### src/rtl/vga_out_pkg.sv
// Shared definitions for the VGA output stage: bundle layout and helpers.
// The bundle packs the control bits at the bottom so their offsets do not
// depend on the colour width; rgb sits above them.
package vga_out_pkg;

    // Number of non-colour bits in a bundle (hsync_n, vsync_n, hblank, vblank).
    localparam int CTRL_W  = 4;

    // Field offsets inside a bundle.
    localparam int VB_BIT  = 0;
    localparam int HB_BIT  = 1;
    localparam int VS_BIT  = 2;
    localparam int HS_BIT  = 3;
    localparam int RGB_LSB = 4;

    // Widest bundle the helpers below can describe.
    localparam int MAX_BUNDLE_W = 64;

    // Total bundle width for a given colour width.
    function automatic int bundle_w(input int color_bits);
        return color_bits + CTRL_W;
    endfunction

    // Idle bundle: black, syncs deasserted (high), both blanks asserted.
    // Returned zero-extended to MAX_BUNDLE_W; callers cast to their width.
    function automatic logic [MAX_BUNDLE_W-1:0] idle_bundle(input int color_bits);
        logic [MAX_BUNDLE_W-1:0] b;
        b = '0;
        for (int i = 0; i < color_bits; i++) begin
            b[RGB_LSB + i] = 1'b0;
        end
        b[HS_BIT] = 1'b1;
        b[VS_BIT] = 1'b1;
        b[HB_BIT] = 1'b1;
        b[VB_BIT] = 1'b1;
        return b;
    endfunction

    // Saturate a requested delay to the deepest available tap.
    function automatic int clamp_delay(input int x, input int max_d);
        return (x > max_d) ? max_d : x;
    endfunction

endpackage

### src/rtl/vga_out_stage_if.sv
// Pixel/sync bundle interface between the rbzero core side (master) and the
// VGA output stage (slave), including the delay/blank controls.
interface vga_out_stage_if #(
    parameter int COLOR_BITS = 6,
    parameter int DW         = 2
);
    logic [COLOR_BITS-1:0] i_rgb;
    logic                  i_hsync_n;
    logic                  i_vsync_n;
    logic                  i_hblank;
    logic                  i_vblank;
    logic [DW-1:0]         i_delay_sel;
    logic                  i_apply_now;
    logic                  i_blank_en;

    logic [COLOR_BITS-1:0] o_rgb;
    logic                  o_hsync_n;
    logic                  o_vsync_n;
    logic                  o_hblank;
    logic                  o_vblank;
    logic [DW-1:0]         o_delay_cur;
    logic                  o_frame_tick;

    // Core / pin-driver side: drives the raw bundle and controls.
    modport master (
        output i_rgb, i_hsync_n, i_vsync_n, i_hblank, i_vblank,
        output i_delay_sel, i_apply_now, i_blank_en,
        input  o_rgb, o_hsync_n, o_vsync_n, o_hblank, o_vblank,
        input  o_delay_cur, o_frame_tick
    );

    // Output stage side.
    modport slave (
        input  i_rgb, i_hsync_n, i_vsync_n, i_hblank, i_vblank,
        input  i_delay_sel, i_apply_now, i_blank_en,
        output o_rgb, o_hsync_n, o_vsync_n, o_hblank, o_vblank,
        output o_delay_cur, o_frame_tick
    );
endinterface

### src/rtl/vga_delay_line.sv
// Plain shift register: taps[k] holds the input from k+1 cycles ago.
// Synchronous reset loads every stage with IDLE.
module vga_delay_line #(
    parameter int               WIDTH = 10,
    parameter int               DEPTH = 3,
    parameter logic [WIDTH-1:0] IDLE  = '0
) (
    input  logic                   clk,
    input  logic                   reset,
    input  logic [WIDTH-1:0]       d,
    output logic [DEPTH*WIDTH-1:0] taps
);

    logic [WIDTH-1:0] stage [DEPTH];

    // Shift one stage per cycle; reset flushes the whole line to IDLE.
    // NOTE: sequential state uses <= so every stage samples the pre-edge value
    // of its neighbour; blocking assignments would collapse the line.
    // NOTE: the stages are deliberately reset (not left as unreset storage)
    // so that a deep tap selected right after reset shows idle, not garbage.
    always_ff @(posedge clk) begin
        if (reset) begin
            for (int k = 0; k < DEPTH; k++) begin
                stage[k] <= IDLE;
            end
        end else begin
            stage[0] <= d;
            for (int k = 1; k < DEPTH; k++) begin
                stage[k] <= stage[k-1];
            end
        end
    end

    for (genvar k = 0; k < DEPTH; k++) begin : g_taps
        assign taps[k*WIDTH +: WIDTH] = stage[k];
    end

endmodule

### src/rtl/vga_out_stage.sv
// VGA output stage: delays the {rgb, syncs, blanks} bundle by a run-time
// selectable 0..MAX_DELAY cycles and optionally blacks out rgb in blanking.
// Delay changes land at the start of vsync (or at once on apply_now) so a
// frame is never torn mid-scan.
module vga_out_stage
    import vga_out_pkg::*;
#(
    parameter int COLOR_BITS    = 6,
    parameter int MAX_DELAY     = 3,
    parameter int DEFAULT_DELAY = 1
) (
    input  logic            clk,
    input  logic            reset,
    vga_out_stage_if.slave  bus
);

    localparam int DW       = $clog2(MAX_DELAY + 1);
    localparam int BUNDLE_W = bundle_w(COLOR_BITS);
    localparam logic [BUNDLE_W-1:0] IDLE = BUNDLE_W'(idle_bundle(COLOR_BITS));

    logic [BUNDLE_W-1:0]           live;
    logic [BUNDLE_W-1:0]           tap_sel;
    logic [MAX_DELAY*BUNDLE_W-1:0] taps;

    logic [DW-1:0] delay_cur;
    logic          vs_prev;
    logic          vs_edge;
    logic          frame_tick;

    assign live = {bus.i_rgb, bus.i_hsync_n, bus.i_vsync_n, bus.i_hblank, bus.i_vblank};

    vga_delay_line #(
        .WIDTH (BUNDLE_W),
        .DEPTH (MAX_DELAY),
        .IDLE  (IDLE)
    ) u_delay_line (
        .clk   (clk),
        .reset (reset),
        .d     (live),
        .taps  (taps)
    );

    // Tap mux: 0 selects the live bundle, k selects the k-cycle-old stage.
    // NOTE: tap_sel gets a default before the loop so no path leaves it
    // unassigned; otherwise synthesis would infer a latch.
    always_comb begin
        tap_sel = live;
        for (int k = 1; k <= MAX_DELAY; k++) begin
            if (delay_cur == DW'(k)) begin
                tap_sel = taps[(k-1)*BUNDLE_W +: BUNDLE_W];
            end
        end
    end

    // Vsync assertion seen on the undelayed input side.
    assign vs_edge = ~bus.i_vsync_n & ~vs_prev;

    // Delay selection and frame tick; updates only at vsync start or on request.
    always_ff @(posedge clk) begin
        if (reset) begin
            delay_cur  <= DW'(DEFAULT_DELAY);
            vs_prev    <= 1'b0;
            frame_tick <= 1'b0;
        end else begin
            vs_prev    <= ~bus.i_vsync_n;
            frame_tick <= vs_edge;
            if (vs_edge | bus.i_apply_now) begin
                delay_cur <= DW'(clamp_delay(int'(bus.i_delay_sel), MAX_DELAY));
            end
        end
    end

    assign bus.o_hsync_n    = tap_sel[HS_BIT];
    assign bus.o_vsync_n    = tap_sel[VS_BIT];
    assign bus.o_hblank     = tap_sel[HB_BIT];
    assign bus.o_vblank     = tap_sel[VB_BIT];
    assign bus.o_delay_cur  = delay_cur;
    assign bus.o_frame_tick = frame_tick;

    // Blanking uses the delayed blanks so it lines up with the delayed pixels.
    assign bus.o_rgb = (bus.i_blank_en & (tap_sel[HB_BIT] | tap_sel[VB_BIT]))
                     ? '0 : tap_sel[RGB_LSB +: COLOR_BITS];

endmodule

### src/flat_wrapper.sv
// flat-port wrapper written by rule: the top's interface ports become plain ports
module vga_out_stage_flat import vga_out_pkg::*;
#(
    parameter int COLOR_BITS    = 6,
    parameter int MAX_DELAY     = 3,
    parameter int DEFAULT_DELAY = 1
)
  (clk, reset, bus_i_rgb, bus_i_hsync_n, bus_i_vsync_n, bus_i_hblank, bus_i_vblank, bus_i_delay_sel, bus_i_apply_now, bus_i_blank_en, bus_o_rgb, bus_o_hsync_n, bus_o_vsync_n, bus_o_hblank, bus_o_vblank, bus_o_delay_cur, bus_o_frame_tick);
  vga_out_stage_if #(.COLOR_BITS(COLOR_BITS), .DW((2))) bus_i ();
  input  logic clk;
  input  logic reset;
  input wire logic [$bits(bus_i.i_rgb)-1:0] bus_i_rgb;
  input wire logic [$bits(bus_i.i_hsync_n)-1:0] bus_i_hsync_n;
  input wire logic [$bits(bus_i.i_vsync_n)-1:0] bus_i_vsync_n;
  input wire logic [$bits(bus_i.i_hblank)-1:0] bus_i_hblank;
  input wire logic [$bits(bus_i.i_vblank)-1:0] bus_i_vblank;
  input wire logic [$bits(bus_i.i_delay_sel)-1:0] bus_i_delay_sel;
  input wire logic [$bits(bus_i.i_apply_now)-1:0] bus_i_apply_now;
  input wire logic [$bits(bus_i.i_blank_en)-1:0] bus_i_blank_en;
  output wire logic [$bits(bus_i.o_rgb)-1:0] bus_o_rgb;
  output wire logic [$bits(bus_i.o_hsync_n)-1:0] bus_o_hsync_n;
  output wire logic [$bits(bus_i.o_vsync_n)-1:0] bus_o_vsync_n;
  output wire logic [$bits(bus_i.o_hblank)-1:0] bus_o_hblank;
  output wire logic [$bits(bus_i.o_vblank)-1:0] bus_o_vblank;
  output wire logic [$bits(bus_i.o_delay_cur)-1:0] bus_o_delay_cur;
  output wire logic [$bits(bus_i.o_frame_tick)-1:0] bus_o_frame_tick;
  assign bus_i.i_rgb = bus_i_rgb;
  assign bus_i.i_hsync_n = bus_i_hsync_n;
  assign bus_i.i_vsync_n = bus_i_vsync_n;
  assign bus_i.i_hblank = bus_i_hblank;
  assign bus_i.i_vblank = bus_i_vblank;
  assign bus_i.i_delay_sel = bus_i_delay_sel;
  assign bus_i.i_apply_now = bus_i_apply_now;
  assign bus_i.i_blank_en = bus_i_blank_en;
  assign bus_o_rgb = bus_i.o_rgb;
  assign bus_o_hsync_n = bus_i.o_hsync_n;
  assign bus_o_vsync_n = bus_i.o_vsync_n;
  assign bus_o_hblank = bus_i.o_hblank;
  assign bus_o_vblank = bus_i.o_vblank;
  assign bus_o_delay_cur = bus_i.o_delay_cur;
  assign bus_o_frame_tick = bus_i.o_frame_tick;
  vga_out_stage #(.COLOR_BITS(COLOR_BITS), .MAX_DELAY(MAX_DELAY), .DEFAULT_DELAY(DEFAULT_DELAY)) u_core (.clk(clk), .reset(reset), .bus(bus_i));
endmodule
### config.mk
export PLATFORM = sky130hd
export DESIGN_NAME = vga_out_stage_flat
export DESIGN_NICKNAME = d
export VERILOG_FILES = /design/src/rtl/vga_out_pkg.sv /design/src/rtl/vga_out_stage_if.sv /design/src/rtl/vga_delay_line.sv /design/src/rtl/vga_out_stage.sv /design/src/flat_wrapper.sv
export SDC_FILE = /design/constraint.sdc
export NUM_CORES = 1
export LEC_CHECK = 0
export BUFFER_PORTS_ARGS = -buffer_cell sky130_fd_sc_hd__buf_2
export CORE_ASPECT_RATIO = 0.6
export CORE_MARGIN = 2
export CORE_UTILIZATION = 40
export DETAILED_ROUTE_END_ITERATION = 16
export GPL_TIMING_DRIVEN = 0
export SLEW_MARGIN = 40
export SYNTH_ARGS = -nofsm -noshare
export SYNTH_HDL_FRONTEND = slang
export SYNTH_SLANG_ARGS = --single-unit
### constraint.sdc
create_clock -name clk -period 1.9 [get_ports clk]
set_input_delay 0 -clock clk [delete_from_list [all_inputs] [get_ports clk]]
set_output_delay 0 -clock clk [all_outputs]
set_load 0.02 [all_outputs]
## Yosys cells after proc, flatten, opt, wreduce, memory -nomap -nowiden

Memories as Yosys holds them, arrays and structs flattened.
Index checks and enable logic that the tools add are counted.

| operators by class | value |
|---|---|
| multiplexer cells | 10 |
| eq/ne operators | 3 |
| reductions and logical operators | 0 |
| magnitude comparators | 0 |
| divide/modulo/power cells | 0 |
| shift-type cells | 0 |
| bitwise gates (word level) | 9 |
| $add $sub $neg | 0 |
| multipliers | 0 |

Operators by type and width:

| operator | number |
|---|---|
| $mux 10 | 6 |
| $mux 6 | 1 |
| $or 1x1->1 | 5 |
| $eq 2x2->1 const B | 2 |
| $mux 1 | 3 |
| $and 1x1->1 | 2 |
| $eq 2x1->1 const B | 1 |
| $not 1->1 | 2 |

| storage, ports and cells | value |
|---|---|
| memories | 1 |
| bits in writable memories | 30 |
| input port bits | 16 |
| bits in read-only memories | 0 |
| output and inout bits | 13 |
| logic and storage cells | 26 |
| bits in registers | 4 |
| bits in latches | 0 |

Memories:

| name | depth | bits a word | rd ports | clocked after Yosys merged registers in | write ports | line | source |
|---|---|---|---|---|---|---|---|
| u_core.u_delay_line.stage | 3 | 10 | 3 | 0 | 3 | vga_delay_line.sv:14 | `logic [WIDTH-1:0] stage [DEPTH];` |

## Logic depth before layout (Yosys ltp)

| logic depth | value |
|---|---|
| depth in word-level cells | 7 |
| gate-level depth with buffers | 4 |
| depth with buffers taken out | 3 |

## Modules after synthesis

A second synthesis with hierarchy kept.

| second synthesis, totals | value |
|---|---|
| cells, all modules | 94 |
| area, all modules | 1261.2 um2 |

By module, submodules not included:

| module | area each (um2) | cells an instance | times used |
|---|---|---|---|
| vga_delay_line | 815.8 | 63 | 1 |
| vga_out_stage | 445.4 | 31 | 1 |

## Worst setup path before layout

No wires, ideal clock.

| path | value |
|---|---|
| kind | register to output |
| from | register u_core.delay_cur[0], in the netlist u_core.bus.o_delay_cur[0] |
| to | output bus_o_rgb[0] |
| setup slack | 0.085 ns |
| data arrival time | 1.815 ns |
| path buffers | 1 |
| stages on the path, launching flop included | 5 |
| data required time | 1.900 ns |
| cell sequence | dfxtp_1 buf_6 mux4_2 o21a_4 nor2b_1 |

| between the ends | value |
|---|---|
| cells in the longest elaborated chain, start to end | 7 |
| elaborated cells on any way between the ends | 9 |
| those cells by class | 3 x eq/ne; 4 x mux; 2 x bitwise |

RTL lines:

| what | line | source |
|---|---|---|
| start: declaration | vga_out_stage.sv:25 | `logic [DW-1:0] delay_cur;` |
| start signal: assignment | vga_out_stage.sv:61 | `delay_cur <= DW'(DEFAULT_DELAY);` |
| start signal: assignment | vga_out_stage.sv:68 | `delay_cur <= DW'(clamp_delay(int'(bus.i_delay_sel), MAX_DELAY));` |
| $eq 2x1->1 | vga_out_stage.sv:49 | `if (delay_cur == DW'(k)) begin` |
| $mux 10 (2 in a row) | vga_out_stage.sv:49 |  |
| $mux 10 (*) | vga_out_stage.sv:49 |  |
| named net bus_o_vblank | flat_wrapper.sv:24 | `output wire logic [$bits(bus_i.o_vblank)-1:0] bus_o_vblank;` |
| $or 1x1->1 (*) | vga_out_stage.sv:81 | `assign bus.o_rgb = (bus.i_blank_en & (tap_sel[HB_BIT] \| tap_sel[VB_BIT]))` |
| $and 1x1->1 (*) | vga_out_stage.sv:81 |  |
| $mux 6 (*) | vga_out_stage.sv:82 | `? '0 : tap_sel[RGB_LSB +: COLOR_BITS];` |
| end: declaration | flat_wrapper.sv:20 | `output wire logic [$bits(bus_i.o_rgb)-1:0] bus_o_rgb;` |

Mark *: on every way through the listed nets, which the timed path passes. The rest lies on a longest branch.

## Worst setup path after layout

| path | value |
|---|---|
| from | register u_core.delay_cur[0], in the netlist u_core.bus.o_delay_cur[0] |
| to | output bus_o_rgb[2] |

| between the ends | value |
|---|---|
| cells in the longest elaborated chain, start to end | 7 |
| elaborated cells on any way between the ends | 9 |
| those cells by class | 3 x eq/ne; 4 x mux; 2 x bitwise |

RTL lines:

| what | line |
|---|---|
| $eq 2x1->1 | vga_out_stage.sv:49 |
| $mux 10 (2 in a row) | vga_out_stage.sv:49 |
| $mux 10 (*) | vga_out_stage.sv:49 |
| $or 1x1->1 | vga_out_stage.sv:81 |
| $and 1x1->1 | vga_out_stage.sv:81 |
| $mux 6 (*) | vga_out_stage.sv:82 |

Every way passes the cells marked *; elsewhere a longest branch is shown, timed or not.

==> out/summary.txt <==
Reg-to-Reg Start -> u_core.bus.o_delay_cur[0]$_SDFFE_PP1P_
Mapped Area -> 1241 sq um
Max Root-Sink Buffers -> 2
clock root cell -> clkbuf_8
final core occ -> 0.5703
crit path to -> bus_o_rgb[2]
Lkg Pwr -> 0.7169 nW
port bufs -> 28
Synth area leaders -> dfxtp_1 55%, mux4_1 15%, nor2b_1 12%
HP Class -> input pin to flop
gp weighted congestion -> 0.6517
status -> finished, final reports clean
Die Y-Extent -> 47.15 um
fin crit share -> 0.9535
n_diodes -> 0
Syn. warnings -> 0
MaxCap Viol Count -> 0
power density over the cells -> 865.3 nW/um^2
most frequent cells in the layout -> 33 x dfxtp_1, 27 x buf_2, 24 x nor2b_1, 13 x dlygate4sd3_1, 11 x or2_2
final hold violation count -> 0
r2r setup slk -> 0.82 ns
worst slew pin tran -> 0.4761 ns
GRT Overall Usage -> 0.1426
RSZ-0062 raised after global routing -> no
Synth cell types -> 13
critical path peak fanout -> 6
share of post-route cells with drive strength above 1 -> 0.3636
Via-to-Cell Ratio -> 4.476
Remaining Overflow, GRT -> 0
crit path launch type -> flop
Max VDD drop -> 0.0004177 V
Worst-Skew Late Latency -> 0.27 ns
fin. max-slew vios -> 0
area of the core -> 2909 sq um
vias -> 828
Ports -> 29
row count -> 15
Mapped Nets -> 110
Crit. Startpoint -> u_core.bus.o_delay_cur[0]$_SDFFE_PP1P_
Reg2Reg Depth -> 5
final setup skew -> 0.003233 ns
CTS tree -> built
Worst Path Arrival -> 1.81 ns
Rel. slew slack -> 0.6826
clock slew at reported path FFs -> 0.06 ns
H-tree depth -> 2
initial antenna violation count -> 0
global routing usage on met2 -> 0.2393
CP Data Required Time -> 1.90 ns
CP Capture Type -> primary output
Tot Pwr -> 1.436 mW
Final ANT Viol Nets -> 0
commonest non-fill, non-tap cell in the layout -> dfxtp_1
syn_area_per_cell -> 13.20 sq um
drt first-iter violations -> 13
number of synthesized register bits -> 34
pin count of the biggest net entering global routing -> 11
reg2reg end -> u_core.bus.o_delay_cur[0]$_SDFFE_PP1P_
Sink Count -> 34
area delta synth->final -> 33.67%
die area -> 3579 sq um
Fmax -> 552.0 MHz
Setup CP Type -> flop to primary output
CTS buffer count -> 5
DRC viols -> 0
minimum clock period -> 1.812 ns
Synth area leader -> dfxtp_1
nets@finish -> 159
post-route setup TNS -> 0 ns
fillcell total -> 249
# setup viols final -> 0
post-DP HPWL -> 1.562 mm
Die W -> 75.92 um
FF+latch area -> 681.9 sq um
Initial Utilization -> 0.4267
GR Layer Usage met1 -> 0.1711
WL/cell -> 12.64 um
first-pass GRT wire length -> 3.608 mm
GRT busiest layer -> met2
final WL -> 2.339 mm
footprint of the multi-input gates -> 526.8 sq um
grt met3 use -> 0.05577
area share of the largest cell type after synthesis -> 0.5484
vias in the first global route -> 791
sequential area share after synthesis -> 0.5484
Pre-antenna DRT Iters -> 4
Mapped Cells -> 94
-- metal layers --
layer | wire length, um | share of wire
met4 | 0 | 0
met2 | 1104 | 0.47
met3 | 115 | 0.049
met1 | 1120 | 0.48
met5 | 0 | 0
-- worst max-delay path, cell delays in order, from the launching register on --
cell and delay [ns]:
dfxtp_2 0.35, buf_6 0.11, mux4_2 0.52, o21a_4 0.25
nor2b_1 0.15, buf_4 0.16
-- flip-flops by register name (all words and copies together), names as in the netlist --
name / cells
u_core.bus.o_delay_cur: 2
u_core.u_delay_line.stage: 30
u_core.bus.o_frame_tick: 1
u_core.vs_prev: 1
-- how the worst min path moves through the flow --
stage / from / to / cells after the start
2_1_floorplan: reset / u_core.u_delay_line.stage[0][29]$_SDFF_PP0_ / 1
3_3_place_gp: bus_i_hsync_n / u_core.u_delay_line.stage[0][3]$_SDFF_PP1_ / 2
4_1_cts: bus_i_apply_now / u_core.bus.o_delay_cur[0]$_SDFFE_PP1P_ / 3
3_5_place_dp: bus_i_hsync_n / u_core.u_delay_line.stage[0][3]$_SDFF_PP1_ / 2
6_report: bus_i_apply_now / u_core.bus.o_delay_cur[0]$_SDFFE_PP1P_ / 3
5_1_grt: bus_i_apply_now / u_core.bus.o_delay_cur[0]$_SDFFE_PP1P_ / 3
-- cells by family (layout without fill, tap and decap cells) --
| group | count (synthesis) | count (layout) | share of synthesized area |
|---|---|---|---|
| and+or+nand+nor | 39 | 39 | 0.1885 |
| DFF | 34 | 34 | 0.5484 |
| muxes | 11 | 11 | 0.2107 |
| buffers and inverters | 7 | 56 | 0.02722 |
| AOI/OAI and AO/OA | 3 | 3 | 0.02520 |
-- area by class of cell --
| cell class | count | share of cell area |
|---|---|---|
| multi-input combinational | 53 | 0.3175 |
| timing repair buffer | 42 | 0.1712 |
| sequential | 34 | 0.4110 |
| buffer | 5 | 0.01810 |
| inverter | 2 | 0.004525 |
| tap | 42 | 0.03167 |
| clock buffer | 7 | 0.04600 |
-- power by group --
part	total [mW]	internal (mW)	switching (mW)
sequential	0.756	0.744	0.0117
combinational	0.205	0.112	0.0927
clock	0.474	0.252	0.223
total	1.44	1.11	0.327
-- cell usage after synthesis, drive strengths merged --
master and instances:
dfxtp 34, nor2b 24, or2 11, mux4 10, clkbuf 4, nor2 4, inv 2, a211o 1
buf 1, mux2i 1, o21a 1, o21bai 1
-- metrics by stage --
step	instances	hold slack (ns)	area (sq um)	setup slack, ns
after detailed placement	164	0.2070	1434	0.04834
after global routing	185	0.1593	1659	0.01172
after CTS	185	0.1372	1649	0.0008862
after global placement	164	0.2026	1434	0.09393
after floorplan	94	0.07161	1241	0.08470
final	185	0.1408	1659	0.08826
-- what timing repair did --
action                     CTS  global route
gates resized for setup      1             5
buffers inserted             1             0
setup endpoints to repair    6             6
hold endpoints to repair    14             0
hold buffers                13             0
(Power assumes the default switching activity.)
